### config.mk
export PLATFORM = sky130hd
export DESIGN_NAME = mem_stage
export DESIGN_NICKNAME = d
export VERILOG_FILES = /design/src/rtl/mem_stage_pkg.sv /design/src/rtl/mem_stage_load_align.sv /design/src/rtl/mem_stage.sv
export SDC_FILE = /design/constraint.sdc
export NUM_CORES = 1
export LEC_CHECK = 0
export CAP_MARGIN = 0
export CORE_MARGIN = 8
export CORE_UTILIZATION = 46
export CTS_CLUSTER_SIZE = 28
export DETAILED_ROUTE_END_ITERATION = 8
export GPL_TIMING_DRIVEN = 1
export PLACE_DENSITY = 0.92
export SLEW_MARGIN = 20
export SYNTH_ARGS = -nofsm -noshare
export SYNTH_HDL_FRONTEND = slang
export SYNTH_SLANG_ARGS = --single-unit
### constraint.sdc
create_clock -name clk -period 4.1 [get_ports clk]
set_clock_uncertainty 0.2 [all_clocks]
set_input_delay 1.025 -clock clk [delete_from_list [all_inputs] [get_ports clk]]
set_output_delay 1.025 -clock clk [all_outputs]
set_load 0.01 [all_outputs]
### src/rtl/mem_stage_pkg.sv
// Shared definitions for the MEM stage: access sizes, FSM encoding and
// the byte-lane helpers used when launching a data-memory request.
package mem_stage_pkg;

    localparam logic [2:0] MEM_SIZE_B = 3'd1;
    localparam logic [2:0] MEM_SIZE_H = 3'd2;
    localparam logic [2:0] MEM_SIZE_W = 3'd4;

    typedef enum logic {
        MEM_ST_IDLE = 1'b0,
        MEM_ST_REQ  = 1'b1
    } mem_state_e;

    // A size of 0 (or any unknown size) on a memory op is reported as misaligned.
    function automatic logic is_aligned(input logic [2:0] sz, input logic [1:0] off);
        case (sz)
            MEM_SIZE_B: is_aligned = 1'b1;
            MEM_SIZE_H: is_aligned = ~off[0];
            MEM_SIZE_W: is_aligned = (off == 2'b00);
            default:    is_aligned = 1'b0;
        endcase
    endfunction

    function automatic logic [3:0] be_of(input logic [2:0] sz, input logic [1:0] off);
        case (sz)
            MEM_SIZE_B: be_of = 4'b0001 << off;
            MEM_SIZE_H: be_of = 4'b0011 << off;
            default:    be_of = 4'b1111;
        endcase
    endfunction

    function automatic logic [31:0] wdata_of(input logic [2:0] sz, input logic [31:0] sd);
        case (sz)
            MEM_SIZE_B: wdata_of = {4{sd[7:0]}};
            MEM_SIZE_H: wdata_of = {2{sd[15:0]}};
            default:    wdata_of = sd;
        endcase
    endfunction

endpackage

### src/rtl/mem_stage_load_align.sv
// Combinational load aligner: shifts the addressed bytes of a read word down
// to bit 0 and sign- or zero-extends them to XLEN.
module load_align
    import mem_stage_pkg::*;
#(
    parameter int XLEN = 32
) (
    input  logic [XLEN-1:0] rdata_i,
    input  logic [1:0]      addr_lo_i,
    input  logic [2:0]      size_i,
    input  logic            sign_i,
    output logic [XLEN-1:0] data_o
);

    logic [XLEN-1:0] sh;

    always_comb begin
        sh = rdata_i >> {addr_lo_i, 3'b000};
        case (size_i)
            MEM_SIZE_B: data_o = {{(XLEN-8){sign_i & sh[7]}}, sh[7:0]};
            MEM_SIZE_H: data_o = {{(XLEN-16){sign_i & sh[15]}}, sh[15:0]};
            default:    data_o = sh;
        endcase
    end

endmodule

### src/rtl/mem_stage.sv
// MEM stage of the RV32I pipeline: launches req/ack data-memory accesses,
// stalls upstream while one is pending, and fills the MEM/WB register.
module mem_stage
    import mem_stage_pkg::*;
#(
    parameter int XLEN   = 32,
    parameter int ADDR_W = 32
) (
    input  logic              clk,
    input  logic              rst_n,
    input  logic              valid_ex,
    input  logic [XLEN-1:0]   alu_result_ex,
    input  logic [XLEN-1:0]   store_data_ex,
    input  logic [4:0]        rd_ex,
    input  logic              wb_en_ex,
    input  logic              store_mem,
    input  logic              load_mem,
    input  logic [2:0]        size,
    input  logic              sign,
    output logic              dmem_req,
    output logic              dmem_we,
    output logic [ADDR_W-1:0] dmem_addr,
    output logic [3:0]        dmem_be,
    output logic [XLEN-1:0]   dmem_wdata,
    input  logic              dmem_ack,
    input  logic [XLEN-1:0]   dmem_rdata,
    output logic              mem_stall,
    output logic              wb_valid,
    output logic              wb_en,
    output logic [4:0]        wb_rd,
    output logic [XLEN-1:0]   wb_data,
    output logic              misalign_err
);

    mem_state_e        state_q, state_d;
    logic              we_q, we_d;
    logic [ADDR_W-1:0] addr_q, addr_d;
    logic [3:0]        be_q, be_d;
    logic [XLEN-1:0]   wdata_q, wdata_d;
    logic              wb_valid_q, wb_valid_d;
    logic              wb_en_q, wb_en_d;
    logic [4:0]        wb_rd_q, wb_rd_d;
    logic [XLEN-1:0]   wb_data_q, wb_data_d;
    logic              mis_q, mis_d;

    logic [1:0]      off;
    logic            mem_op;
    logic            aligned;
    logic [XLEN-1:0] ld_data;

    assign off     = alu_result_ex[1:0];
    assign mem_op  = valid_ex & (load_mem | store_mem);
    assign aligned = is_aligned(size, off);

    load_align #(.XLEN(XLEN)) u_load_align (
        .rdata_i   (dmem_rdata),
        .addr_lo_i (off),
        .size_i    (size),
        .sign_i    (sign),
        .data_o    (ld_data)
    );

    always_comb begin
        state_d    = state_q;
        we_d       = we_q;
        addr_d     = addr_q;
        be_d       = be_q;
        wdata_d    = wdata_q;
        wb_valid_d = 1'b0;
        wb_en_d    = 1'b0;
        wb_rd_d    = wb_rd_q;
        wb_data_d  = wb_data_q;
        mis_d      = 1'b0;
        mem_stall  = 1'b0;
        if (state_q == MEM_ST_IDLE) begin
            if (mem_op && aligned) begin
                state_d   = MEM_ST_REQ;
                mem_stall = 1'b1;
                we_d      = store_mem;
                addr_d    = {alu_result_ex[ADDR_W-1:2], 2'b00};
                be_d      = be_of(size, off);
                wdata_d   = wdata_of(size, store_data_ex);
            end else if (mem_op) begin
                wb_valid_d = 1'b1;
                wb_rd_d    = rd_ex;
                wb_data_d  = '0;
                mis_d      = 1'b1;
            end else if (valid_ex) begin
                wb_valid_d = 1'b1;
                wb_en_d    = wb_en_ex;
                wb_rd_d    = rd_ex;
                wb_data_d  = alu_result_ex;
            end
        end else begin
            // EX is frozen while we wait, so its fields still describe this access.
            mem_stall = ~dmem_ack;
            if (dmem_ack) begin
                state_d    = MEM_ST_IDLE;
                wb_valid_d = 1'b1;
                wb_en_d    = load_mem & wb_en_ex;
                wb_rd_d    = rd_ex;
                wb_data_d  = load_mem ? ld_data : '0;
            end
        end
    end

    always_ff @(posedge clk or negedge rst_n) begin
        if (!rst_n) begin
            state_q    <= MEM_ST_IDLE;
            we_q       <= 1'b0;
            addr_q     <= '0;
            be_q       <= '0;
            wdata_q    <= '0;
            wb_valid_q <= 1'b0;
            wb_en_q    <= 1'b0;
            wb_rd_q    <= '0;
            wb_data_q  <= '0;
            mis_q      <= 1'b0;
        end else begin
            state_q    <= state_d;
            we_q       <= we_d;
            addr_q     <= addr_d;
            be_q       <= be_d;
            wdata_q    <= wdata_d;
            wb_valid_q <= wb_valid_d;
            wb_en_q    <= wb_en_d;
            wb_rd_q    <= wb_rd_d;
            wb_data_q  <= wb_data_d;
            mis_q      <= mis_d;
        end
    end

    assign dmem_req     = (state_q == MEM_ST_REQ);
    assign dmem_we      = we_q;
    assign dmem_addr    = addr_q;
    assign dmem_be      = be_q;
    assign dmem_wdata   = wdata_q;
    assign wb_valid     = wb_valid_q;
    assign wb_en        = wb_en_q;
    assign wb_rd        = wb_rd_q;
    assign wb_data      = wb_data_q;
    assign misalign_err = mis_q;

endmodule

Word level (Yosys, flattened, before mapping)
Index checks and enable logic that the tools add are counted.
{ "word_totals": {"in_bits": 112, "word_cells": 63, "reg_bits": 108, "output_inout_bits": 111} }
{ "op_classes": {"bitwise_logic": 8, "shifts": 3, "reduce_logical": 5, "n_mux": 32, "eq_ne": 5} }
{ "ops": {"columns": ["cell", "count"], "rows": [
  ["32-bit two-way mux", 6],
  ["32-bit one-hot mux with 2 select lines", 2],
  ["32-bit by 5-bit right shift with 32-bit output", 1],
  ["5-bit two-way mux", 5],
  ["1-bit two-way mux", 17],
  ["4-bit one-hot mux with 2 select lines", 1],
  ["1-bit bitwise AND", 4],
  ["2-bit != test (second input constant)", 2],
  ["1-bit by 2-bit << shifter with 4-bit output (first input constant)", 1],
  ["2-bit by 2-bit << shifter with 4-bit output (first input constant)", 1],
  ["3-bit by 1-bit == test with 1-bit output (second input constant)", 1],
  ["3-bit by 2-bit == test with 1-bit output (second input constant)", 1],
  ["3-bit == test (second input constant)", 1],
  ["1-bit inverter", 3],
  ["1-bit one-hot mux with 3 select lines", 1],
  ["3-bit AND reduction", 1],
  ["3-bit nonzero test", 1],
  ["2-bit zero test", 1],
  ["2-bit AND reduction", 1],
  ["1-bit logical AND", 1],
  ["1-bit bitwise OR", 1]
]} }

Depth between registers and ports, before layout
Gate-level depths: netlist of the first run.
{ "depth": {"depth_word": 6, "ltp_mapped": 8, "ltp_nobuf": 5} }

Hierarchy
Synthesis of the first run repeated with hierarchy kept, for this count alone.
{ "unflattened": {"hier_cells": 566, "hier_area_um2": 5979.5} }
{ "modules_own_cells": {"columns": ["mod", "area_each_um2", "cells_per_inst", "instances", "seq_area_each_um2"], "rows": [
  ["mem_stage", 5267.6, 454, 1, 2702.6],
  ["load_align", 711.9, 112, 1, 0.0]
]} }

Worst setup path before layout of the first run
Ideal clock, no wire load.
{ "synth_path": {"kind": "input -> output", "start": "in alu_result_ex[1]", "end": "out mem_stall", "required_time_ns": 2.875, "setup_slack_ns": 0.800, "cell_stages": 7, "arrival_ns": 2.075, "cell_sequence": "buf_6 -> nor4_1 -> a211o_2 -> nand2_2 -> buf_6 -> buf_2 -> nand2_1"} }
{ "synth_between": {"elab_chain_len": 5} }
{ "synth_rtl": {"columns": ["item", "line_no", "rtl"], "rows": [
  ["from (decl)", "mem_stage.sv:12", "input logic [XLEN-1:0] alu_result_ex,"],
  ["2-bit zero test", "mem_stage_pkg.sv:19", "MEM_SIZE_W: is_aligned = (off == 2'b00);"],
  ["1-bit one-hot mux with 3 select lines", "mem_stage_pkg.sv:16", "case (sz)"],
  ["1-bit logical AND", "mem_stage.sv:76", "if (mem_op && aligned) begin"],
  ["1-bit two-way mux", "mem_stage.sv:76", null],
  ["1-bit two-way mux", "mem_stage.sv:75", "if (state_q == MEM_ST_IDLE) begin"],
  ["to (decl)", "mem_stage.sv:27", "output logic mem_stall,"]
]} }
No other way between the ends.

Worst setup path after layout of the first run
{ "layout_path": {"start": "in size[1]", "end": "out mem_stall"} }
{ "layout_between": {"elab_chain_len": 5} }
{ "layout_rtl": {"columns": ["item", "line_no", "rtl"], "rows": [
  ["from (decl)", "mem_stage.sv:18", "input logic [2:0] size,"],
  ["3-bit == test, or another cell as far along", "mem_stage_pkg.sv:16", null],
  ["1-bit one-hot mux with 3 select lines *", "mem_stage_pkg.sv:16", null],
  ["1-bit logical AND *", "mem_stage.sv:76", null],
  ["1-bit two-way mux *", "mem_stage.sv:76", null],
  ["1-bit two-way mux *", "mem_stage.sv:75", null]
]} }
Every way passes the cells marked *; elsewhere a longest branch is shown, timed or not.

==> results.md, run 1 <==
* Hold_ws at 0.283 ns
* R2R depth at 4
* FF+latch count, synth at 108
* Predominant post-synthesis flop cell: dfrtp_1
* Critical hold path startpoint: dmem_wdata[19]
* Reg2Reg Capture Point: dmem_addr[13]
* TritonCTS clock tree: yes
* Final Setup Violations at 0
* Count of different cell masters after synthesis at 41
* WHS Endpoint: dmem_wdata[19]
* Vias in the first global route at 5010
* Post-CTS Resized at 0
* Fin. max-slew vios at 0
* Unrepaired setup endpoints after global routing: no
* Crit path max fanout at 5
* Starting Density at 46.6%
* Chip Width at 123 um
* WP data arrival at 2.78 ns
* CTS Buf Count at 9
* DR iter-0 viols at 427
* Crit end category: output pin
* Cell repeated most along the worst path: clkdlybuf4s50_1
* Dpl cells at 832
* Clk slew on worst S/H paths at 0.07 ns
* Non-filler cells, final at 847
* Most frequent cells in the layout: clkdlybuf4s50_1, dfrtp_1, a21oi_1
* Max stage delay on crit path at 0.54 ns
* P_leak at 0.00330 uW
* CORE AREA at 11300 um2
* Sink Count at 108
* DR WL/cell at 21.4 um
* First-pass DRT Iterations at 5
* Crit path time final at 4.00 ns
* Comb power frac at 34.5%
* Fill cells at 831
* Via density at 5.63
* Syn Inst Count at 495
* DIE AREA at 15100 um2
* Power per cell area at 469 nW/um2
* Syn Std Cell Area at 5250 um2
* GRT Total Usage at 23.9%
* Gpl congestion at 0.916
* Max Cap Viol at 0
* CP Cell Sequence: clkdlybuf4s50_1 > nor4_1 > a211o_2 > nand2_4 > nand2_1 > clkdlybuf4s50_1
* Reg2reg start: dmem_req
* Hold Path Depth at 2
* Pre-CTS worst setup slack at 0.107 ns
* Residual DRC count at 0
* Post-Syn Area per Cell at 10.6 um2
* Row count at 39
* HPWL Detailed at 13.9 mm
* Worst vdd ir at 0.387 mV
* Pwr Total at 3680 uW
* Die Height at 123 um
* CP Data Required Time at 2.87 ns
* Area growth syn-to-layout at 49.4%
* Internal Pwr Total at 2610 uW
* Clk pwr share at 25.8%
* First-pass GRT wire length at 27.6 mm
* Synth area leaders: dfrtp_1, mux2_2, a21oi_1
* Clock root buffer: clkbuf_16
* R2r setup slk at 1.82 ns
* Status: completed
* EDFF count, synth at 0
* Number of synthesis warnings at 0
* Commonest non-fill, non-tap cell in the layout: clkdlybuf4s50_1
* Synth top area share at 51.5%
* Sequential share of power at 39.7%
* Ys async rst share at 100%
* Achievable frequency at 250 MHz
* Crit Path Category: in2out
* Postcts setup bufs at 0
* WL final at 18.1 mm
* Slew headroom at 32.4%
* # H-tree levels at 3
* Critical path startpoint category: input pin
* Io pins at 223
* Post-synthesis sequential area ratio at 51.5%
* Worst setup margin at 0.0967 ns
* Share of layout cells above drive strength 1 at 12.4%
* Diode count at 0
* Final hold vios at 0
* Hold buffers post-CTS at 0
* Total negative slack at 0 ns
* Fin crit share at 97.6%
* Initial antenna violation count at 0
* Hold WC Path Type: reg2reg
* Worst-Margin Slew at 1.01 ns
* Buffers on Ports at 220
* Sw Share at 29.0%
* CTS Buffer Depth at 2
* Slowest CP cell: clkdlybuf4s50_1
* Largest net degree at the start of global routing at 96
* Psw at 1070 uW
* Antenna Nets Post-Route at 0
* Total grt overflow at 0
* Post-layout net count at 812
* Vias at 4766
* Yosys top cell by area: dfrtp_1
* Clk_lat worst skew at 0.35 ns
-- power by group through the flow --
stage          Sequential [uW]  Combinational (uW)  Clock [uW]
2_1_floorplan             1580                 369           0
3_3_place_gp              1460                1250           0
3_5_place_dp              1480                1280           0
4_1_cts                   1460                1290         965
5_1_grt                   1480                1360        1000
6_report                  1460                1270         950
-- worst max path at each step --
stage,start,to,slack (ns),cells after the start
floorplan,alu_result_ex[1],mem_stall,0.80,7
global placement,size[2],mem_stall,0.12,6
detailed placement,size[1],mem_stall,0.11,6
CTS,size[1],mem_stall,0.1,6
global route,size[2],mem_stall,0.0001,6
finish,size[1],mem_stall,0.1,6
-- area by class of cell --
class | instances | area (um2) | area share, %
Sequential cell | 108 | 2700 | 34.5
Multi-Input combinational cell | 345 | 2310 | 29.5
Timing Repair Buffer | 235 | 2310 | 29.5
Clock buffer | 11 | 253 | 3.22
Tap cell | 143 | 179 | 2.28
Clock inverter | 4 | 72.6 | 0.926
Inverter | 1 | 3.75 | 0.0479
-- registers in the layout (all words and copies together), names as in the netlist --
signal,flops
dmem_wdata,32
wb_valid,1
dmem_we,1
wb_en,1
wb_rd,5
dmem_req,1
wb_data,32
dmem_addr,30
dmem_be,4
misalign_err,1
-- through the flow --
step / instance area, um2 / util (%)
after floorplan: 5250 / -
after global placement: 7510 / 66.7
after detailed placement: 7510 / 66.7
after CTS: 7840 / 69.6
after global routing: 7840 / 69.6
final: 7840 / 69.6
-- cells by family (layout without fill, tap and decap cells) --
kind of cell	after synthesis	after routing	share of synthesized area (%)
buffers and inverters	43	251	4.62
DFF	108	108	51.5
AOI/OAI and AO/OA	156	156	18.7
muxes	70	70	14.9
other	1	2	0.0714
and+or+nand+nor	117	117	10.3
-- cell usage after synthesis (all sizes together) (10+ instances only) --
cell and count:
a32oi 14, mux2 44, buf 26, and2 10, nand2 46, a22oi 17
mux2i 25, a21oi 56, clkbuf 16, o21ai 46, dfrtp 108, nor2 43
-- critical path, delay by kind of cell --
kind            cells  cell delay, ns
simple gates        3            0.46
buf+inv             2            1.05
compound gates      1            0.25
-- metal layers --
layer  global-route usage [%]  vias up  wire length, um
li1                         -     2200                -
met1                     27.6     2288             6870
met2                     39.9      226             9030
met3                     6.53       52             1490
met4                     12.5        0              705
met5                        0        -                0
(Power assumes the default switching activity.)
==> run 2: changes to the inputs <==
--- a/config.mk
+++ b/config.mk
@@ -7,11 +7,11 @@
 export LEC_CHECK = 0
 export CAP_MARGIN = 0
 export CORE_MARGIN = 8
-export CORE_UTILIZATION = 46
+export CORE_UTILIZATION = 30
 export CTS_CLUSTER_SIZE = 28
 export DETAILED_ROUTE_END_ITERATION = 8
 export GPL_TIMING_DRIVEN = 1
-export PLACE_DENSITY = 0.92
+export PLACE_DENSITY = 0.66
 export SLEW_MARGIN = 20
 export SYNTH_ARGS = -nofsm -noshare
 export SYNTH_HDL_FRONTEND = slang
==> run 2 against run 1 <==
  * Clock power shrank 5.1%
  * Global-route usage shrank 6.2 points
  * Sequential power is essentially flat
  * Core utilization shrank 23 points
  * Fmax grew 2.0%
  * Register-to-register slack is essentially flat
  * Sequential share of layout area shrank 0.41 points
  * First-iteration DRC count shrank 28%
  * Combinational power is essentially flat
  * Power shrank 0.97%
  * Worst setup slack gained 0.078 ns
  * Die area grew 46%
==> results.md, run 2 (synthesized netlist as in run 1, its figures left out) <==
* CP Cell Sequence: clkdlybuf4s50_1 > nor4_1 > a211o_2 > nand2_4 > nand2_1 > clkdlybuf4s50_1
* Fin crit share at 95.7% (-1.9 points)
* Row count at 48 (+23%)
* Total negative slack at 0 ns (unchanged)
* Share of layout cells above drive strength 1 at 12.6% (+0.23 points)
* # H-tree levels at 3 (unchanged)
* Vias in the first global route at 4921 (-1.8%)
* Area growth syn-to-layout at 51.2%
* Post-CTS Resized at 0 (unchanged)
* Via density at 5.03 (-11%)
* Final hold vios at 0 (unchanged)
* DR WL/cell at 21.2 um (-0.59%)
* Power per cell area at 459 nW/um2 (-2.2%)
* Io pins at 223 (unchanged)
* Reg2Reg Capture Point: dmem_addr[27]
* Starting Density at 30.6% (-16 points)
* Fin. max-slew vios at 0 (unchanged)
* Reg2reg start: dmem_req
* Max stage delay on crit path at 0.54 ns (about the same)
* Crit Path Category: in2out
* CP startpoint: size[1]
* Hold buffers post-CTS at 0 (unchanged)
* Clk_lat worst skew at 0.35 ns (about the same)
* Slowest CP cell: clkdlybuf4s50_1
* Dpl cells at 916 (+10%)
* Critical path startpoint category: input pin
* Status: completed
* First-pass DRT Iterations at 5 (unchanged)
* WP data arrival at 2.70 ns (-0.08 ns)
* Diode count at 0 (unchanged)
* Most frequent cells in the layout: clkdlybuf4s50_1, dfrtp_1, a21oi_1
* Residual DRC count at 0 (unchanged)
* Antenna Nets Post-Route at 0 (unchanged)
* Initial antenna violation count at 0 (unchanged)
* Worst-Margin Slew at 1.04 ns (+0.0227 ns)
* CP endpoint: mem_stall
* Cell repeated most along the worst path: clkdlybuf4s50_1
* Clk slew on worst S/H paths at 0.07 ns (about the same)
* Final Setup Violations at 0 (unchanged)
* TritonCTS clock tree: yes
* Vias at 4691 (-1.6%)
* Total grt overflow at 0 (unchanged)
* Chip Width at 148 um (+21%)
* Largest net degree at the start of global routing at 96 (unchanged)
* Buffers on Ports at 220 (unchanged)
* Postcts setup bufs at 0 (unchanged)
* Gpl congestion at 0.837 (-8.6%)
* HPWL Detailed at 15.1 mm (+8.2%)
* Post-layout net count at 814 (+0.25%)
* GRT Total Usage at 17.7% (-6.2 points)
* CTS Buf Count at 9 (unchanged)
* R2R depth at 4 (unchanged)
* Die Height at 148 um (+21%)
* Sink Count at 108 (unchanged)
* R2r setup slk at 1.81 ns (about the same)
* First-pass GRT wire length at 30.0 mm (+8.5%)
* Slew headroom at 30.9% (-1.5 points)
* P_leak at 0.00330 uW (about the same)
* Hold_ws at 0.283 ns (+0.000391 ns)
* DIE AREA at 22000 um2 (+46%)
* Commonest non-fill, non-tap cell in the layout: clkdlybuf4s50_1
* CTS Buffer Depth at 2 (unchanged)
* Crit path time final at 3.93 ns (-0.0783 ns)
* Max Cap Viol at 0 (unchanged)
* Unrepaired setup endpoints after global routing: no
* CP Data Required Time at 2.87 ns (about the same)
* CORE AREA at 17200 um2 (+52%)
* Clock root buffer: clkbuf_16
* Non-filler cells, final at 932 (+10%)
* Achievable frequency at 255 MHz (+2.0%)
* Crit end category: output pin
* DR iter-0 viols at 308 (-28%)
* Worst vdd ir at 0.201 mV (-48%)
* Hold WC Path Type: reg2reg
* WL final at 19.8 mm (+9.4%)
* Crit path max fanout at 5 (unchanged)
-- run 2: cell count changes in the layout (fill, tap and decap cells not counted) --
cell,change
bufinv_16,-1
clkinv_4,+1
inv_6,+1
clkbuf_8,-1
buf_4,+2
clkbuf_1,+1
-- run 2: per-stage QoR --
| stage | area, um2 | utilization, % | setup slack (ns) | total power (uW) |
|---|---|---|---|---|
| after floorplan | 5250 | - | 0.800 | 1950 |
| final | 7940 | 46.2 | 0.175 | 3640 |
| after CTS | 7940 | 46.2 | 0.178 | 3700 |
| after detailed placement | 7630 | 44.4 | 0.179 | 2770 |
| after global routing | 7940 | 46.2 | 0.0917 | 3830 |
| after global placement | 7630 | 44.4 | 0.174 | 2740 |
-- run 2: worst min-delay path by stage --
| stage | start | end | slack (ns) | depth (start not counted) |
|---|---|---|---|---|
| floorplan | dmem_be[0] | dmem_be[0] | 0.31 | 2 |
| global placement | dmem_wdata[24] | dmem_wdata[24] | 0.26 | 2 |
| detailed placement | dmem_wdata[29] | dmem_wdata[29] | 0.27 | 2 |
| CTS | dmem_wdata[28] | dmem_wdata[28] | 0.29 | 2 |
| global route | dmem_be[0] | dmem_be[0] | 0.31 | 2 |
| finish | dmem_wdata[24] | dmem_wdata[24] | 0.28 | 2 |
-- run 2: worst max-delay path: cells and delay by family --
| family | cells | cell delay, ns |
|---|---|---|
| buf+inv | 2 | 1.05 |
| simple gates | 3 | 0.43 |
| compound gates | 1 | 0.20 |
-- run 2: power by group --
part	switching (uW)	leakage [uW]	internal [uW]
combinational	555	0.00185	728
sequential	139	0.00130	1320
clock	409	0.000146	494
-- run 2: routing by layer --
layer / track usage (%) / vias up / wire length [um]
met3: 4.77 / 26 / 1210
met5: 0 / - / 0
met2: 30.6 / 154 / 10100
met1: 20.8 / 2312 / 8090
li1: - / 2199 / -
met4: 5.97 / 0 / 408
-- run 2: area by class of cell --
class	instances	area, um2
multi-input cells	345	2310
fillers	1612	9240
inverters	1	3.75
well taps	225	282
clock inverters	5	60.1
flip-flops and latches	108	2700
clock buffers	11	243
repair buffers	237	2330
==> edit 1: new RTL, config.mk and constraints of run 1 <==
Put one more register stage on the output `misalign_err`. The value now appears one clock later. The other outputs are not delayed to match.
--- a/src/rtl/mem_stage.sv
+++ b/src/rtl/mem_stage.sv
@@ -139,7 +139,9 @@
     assign wb_en        = wb_en_q;
     assign wb_rd        = wb_rd_q;
     assign wb_data      = wb_data_q;
-    assign misalign_err = mis_q;
+    always_ff @(posedge clk) begin
+        misalign_err <= mis_q;
+    end
 
 endmodule
 
Behaviour: not the same (Yosys sat finds a counterexample within 4 cycles, from zero or initial values and one cycle with rst_n low).
==> edit 1 against run 1 <==
  * Power is 1.1% lower
  * Maximum frequency decreased by 2.9%
  * Synthesized area up 0.38%
  * Wire length is 2.9% higher
  * Synthesized cell count is 0.20% higher
  * Cell count up 0.24%
  * Sequential cell count grew 1
  * Critical path type unchanged
  * Worst setup slack worse by 0.12 ns
  * The run now ends with negative setup slack left
  * Design area about the same
==> edit 1: results (changes against run 1) <==
* Fillers at 827 (-0.48%)
* Setup violators final at 1 (+1)
* Vias in the first global route at 5262 (+5.0%)
* Clock slew at reported path FFs at 0.07 ns (about the same)
* Setup TNS at -0.02132 ns (-0.02132 ns)
* Fin worst setup slack at -0.02132 ns (-0.1180 ns)
* Largest cells by area after synthesis: dfrtp_1 (51%), mux2_2 (8.8%), a21oi_1 (5.2%), mux2i_1 (4.7%), o21ai_0 (4.4%)
* Multiplexer share of the synthesized area at 14.79% (-0.056 points)
* Layout cells sized above 1 at 12.20% (-0.16 points)
* All-layer global routing usage at 24.30% (+0.39 points)
* Global placement routability congestion at 0.8949 (-2.3%)
* Sequential share of the synthesized area at 51.67% (+0.18 points)
* DR iter-0 viols at 537 (+26%)
* Post-synthesis compound-gate area fraction at 18.59% (-0.071 points)
* Via count at 4911 (+3.0%)
* DP HPWL at 14.06 mm (+0.95%)
* Antenna violations before repair at 1 (+1)
* Leakage at 3.315 nW (+0.32%)
* Relative slew slack at 30.72% (-1.7 points)
* CP startpoint: size[0]
* CP Data Arrival Time at 2.90 ns (+0.12 ns)
* Library cells used by synthesis at 42 (+2.4%)
* Sw Ratio at 30.30% (+1.3 points)
* Slowest stage delay, CP at 0.58 ns (+0.04 ns)
* Worst-case vdd ir drop at 0.3227 mV (-17%)
* Root buf cell: clkbuf_16
* Status: complete, but fails checks
* FF-to-FF End: dmem_addr[23]
* Setup slack at placement at 0.07277 ns (-0.03420 ns)
* Async SR Flop Fraction at 99.08% (-0.92 points)
* Failing checks: negative setup slack
* DRT Wirelength at 18.62 mm (+2.9%)
edit 1: power by group through the flow:
stage	clock network [mW]	logic (mW)	registers [mW]
after floorplan	0	0.369	1.59
after CTS	0.903	1.29	1.47
final	0.888	1.28	1.47
after global placement	0	1.24	1.47
after detailed placement	0	1.29	1.49
after global routing	0.946	1.36	1.50
edit 1: cell families (layout without fill, tap and decap cells):
| family | Yosys count | after routing |
|---|---|---|
| buf+inv | 43 | 251 |
| mux | 70 | 70 |
| other cells | 1 | 3 |
| flops | 109 | 109 |
| compound gates | 156 | 156 |
| simple gates | 117 | 117 |
edit 1: worst min-delay path by stage:
stage / start / endpoint / slack, ns / cells after the start
3_5_place_dp: mis_q / misalign_err / 0.14 / 0
3_3_place_gp: mis_q / misalign_err / 0.12 / 0
5_1_grt: mis_q / misalign_err / 0.16 / 0
6_report: mis_q / misalign_err / 0.15 / 0
2_1_floorplan: mis_q / misalign_err / 0.12 / 0
4_1_cts: mis_q / misalign_err / 0.15 / 0
edit 1: cell type report:
cell class,instances,area [µm²],share of cell area (%)
multi-input cells,345,2321,29.58
diodes,1,2.502,0.03189
clock inverters,6,71.32,0.9089
repair buffers,234,2317,29.53
clock buffers,10,229.0,2.918
flip-flops and latches,109,2723,34.70
inverters,1,3.754,0.04784
well taps,143,178.9,2.280
edit 1: critical path: cells and delay by family:
kind / cells / cell delay, ns
AOI/OAI and AO/OA: 1 / 0.27
and+or+nand+nor: 3 / 0.54
buffers and inverters: 2 / 1.07
edit 1: stage by stage:
step | std cells | power (mW) | area, µm²
after detailed placement | 832 | 2.774 | 7532
final | 849 | 3.638 | 7846
after global placement | 832 | 2.712 | 7532
after floorplan | 497 | 1.963 | 5273
after global routing | 849 | 3.806 | 7846
after CTS | 848 | 3.663 | 7833
edit 1: routing by layer:
layer	up-vias	track usage (%)	wire length, µm	share of wire (%)
met5	-	0	0	0
met3	72	5.662	1431	7.7
met4	0	16.10	1045	5.6
met2	291	39.55	9024	48
met1	2353	28.39	7116	38
li1	2195	-	-	-
==> edit 2: new RTL, flow settings as in run 1 <==
Made on the original files. Make the reset (`rst_n`) synchronous in one clocked block.
--- a/src/rtl/mem_stage.sv
+++ b/src/rtl/mem_stage.sv
@@ -104,7 +104,7 @@
         end
     end
 
-    always_ff @(posedge clk or negedge rst_n) begin
+    always_ff @(posedge clk) begin
         if (!rst_n) begin
             state_q    <= MEM_ST_IDLE;
             we_q       <= 1'b0;
Formal check against the unedited RTL: differs if rst_n is asserted again (counterexample within 4 cycles, from zero or initial values and one cycle with rst_n low); with rst_n held inactive, the same outputs for 4 cycles.
==> edit 2 against run 1 <==
  * Design area decreased by 4.7%
  * Wire length increased by 6.1%
  * Maximum frequency increased by 0.38%
  * Global-route usage increased by 2.1 points
  * Synthesized area decreased by 5.9%
  * Worst setup slack improved by 0.015 ns
  * Core utilization increased by 0.62 points
  * Sequential cell count unchanged
  * Largest cell class is now multi-input combinational cells
  * Highest routed layer unchanged
Power is not compared: it rests on default switching activity, and its combinational part moved more than twofold at a synthesized area within 25%.
==> edit 2: results (changes against run 1) <==
* Leakage at about 2.9 nW
* Most common library cell in the layout ignoring fill and taps: clkdlybuf4s50_1
* Avg WL per Cell at 21.65 µm (+1.3%)
* Max-slew violations at 0 (unchanged)
* DP HPWL at 15.03 mm (+7.9%)
* Met3 wire length at 2.083 mm (+40%)
* DRT Wirelength at 19.20 mm (+6.1%)
* Global-route wire length before repair at 29.33 mm (+6.2%)
* Clock slew at reported path FFs at 0.10 ns (+0.03 ns)
* Slew @ Worst Pin at 0.8623 ns (-0.1510 ns)
* Largest net degree at the start of global routing at 51 (-47%)
* Clock buffer count from CTS at 9 (unchanged)
* Synth Area per Inst at 9.095 µm² (-14%)
* Highest Signal Layer: met4
* Met3 Track Usage GR at 8.736% (+2.2 points)
* XOR/XNOR Fraction of Synth Area at 0.1773% (+0.18 points)
* Wire length on met2 at 8.973 mm (-0.63%)
* CP Data Arrival Time at 2.76 ns (-0.02 ns)
* Synth warn at 0 (unchanged)
* Reg2Reg Setup Slack at 1.45 ns (-0.37 ns)
* GR Util met1 at 30.20% (+2.6 points)
* Layout cells sized above 1 at 5.890% (-6.5 points)
* Multiplexer share of the synthesized area at 14.04% (-0.82 points)
* Worst-Skew Late Latency at between 0.3 and 0.4 ns
* Fin nets at 854 (+5.2%)
* Hold Path Class: flop to flop
* Async SR Flop Fraction at 0% (-100 points)
* Fmax at 250.7 MHz (+0.38%)
* Flop pwr share at around 49%
* Worst-case vdd ir drop at around 0.19 mV
* Global placement routability congestion at 0.9322 (+1.8%)
* DR iter-0 viols at 646 (+51%)
* Crit path max-delay cell type: clkdlybuf4s50_1
* Met1 Wirelength at 7.314 mm (+6.5%)
* Power Total at 2.267 mW
* Library cells used by synthesis at 44 (+7.3%)
* Combinational share of power at between 20% and 30%
* Setup slack at placement at -0.1249 ns (-0.2319 ns)
* PostCTS Resize Cnt at 6 (+6)
* Vias in the first global route at 5260 (+5.0%)
* Top cell types by occurrence after synthesis: dfxtp_1 (108), nor2_1 (73), mux2i_1 (67)
* Vias per cell at 5.877 (+4.4%)
* All-layer global routing usage at 25.98% (+2.1 points)
* Post-CTS Setup Repair Bufs at 0 (unchanged)
* Post-synthesis compound-gate area fraction at 23.66% (+5.0 points)
* NetSw at 615.6 µW
* Sequential share of the synthesized area at 43.78% (-7.7 points)
* N_diodes at 0 (unchanged)
* Largest cells by area after synthesis: dfxtp_1 (44%), mux2i_1 (14%), nor2_1 (5.5%), a311oi_1 (4.8%), nand2_1 (4.6%)
* Min Hold Slack at 0.2777 ns (-0.004904 ns)
* Root buf cell: clkbuf_8
* First-pass DRT Iterations at 7 (+2)
* Status: completed
* Met2 GRT Util at 41.95% (+2.1 points)
* # placed instances at 871 (+4.7%)
* Antenna violations before repair at 0 (unchanged)
* Dpl cell area at 7253 µm² (-3.5%)
* Clock tree buffer depth at 2 (unchanged)
[edit 2: changes by cell type in the layout (fill, tap and decap cells not counted), moves of 27 or more]
| cell | delta |
|---|---|
| a21oi_1 | -36 |
| a311oi_1 | +27 |
| dfrtp_1 | -108 |
| dfxtp_1 | +108 |
| mux2_2 | -41 |
| mux2i_1 | +42 |
| nor2_1 | +31 |
| o21ai_0 | -31 |
[edit 2: path summary, 6_finish.rpt]
check	depth (start not counted)	to	start
setup reg to reg	5	dmem_wdata[19]	dmem_req
setup / recovery	7	mem_stall	size[0]
hold / removal	2	wb_rd[3]	wb_rd[3]
hold reg to reg	2	wb_rd[3]	wb_rd[3]
[edit 2: layout make-up]
class                           instances  area [µm²]
Timing Repair Buffer                  240        2351
Tap cell                              140       175.2
Sequential cell                       108        2162
Fill cell                             808        3177
Multi-Input combinational cell        378        2566
Clock inverter                          4       55.05
Clock buffer                           12       145.1
Inverter                                5       18.77
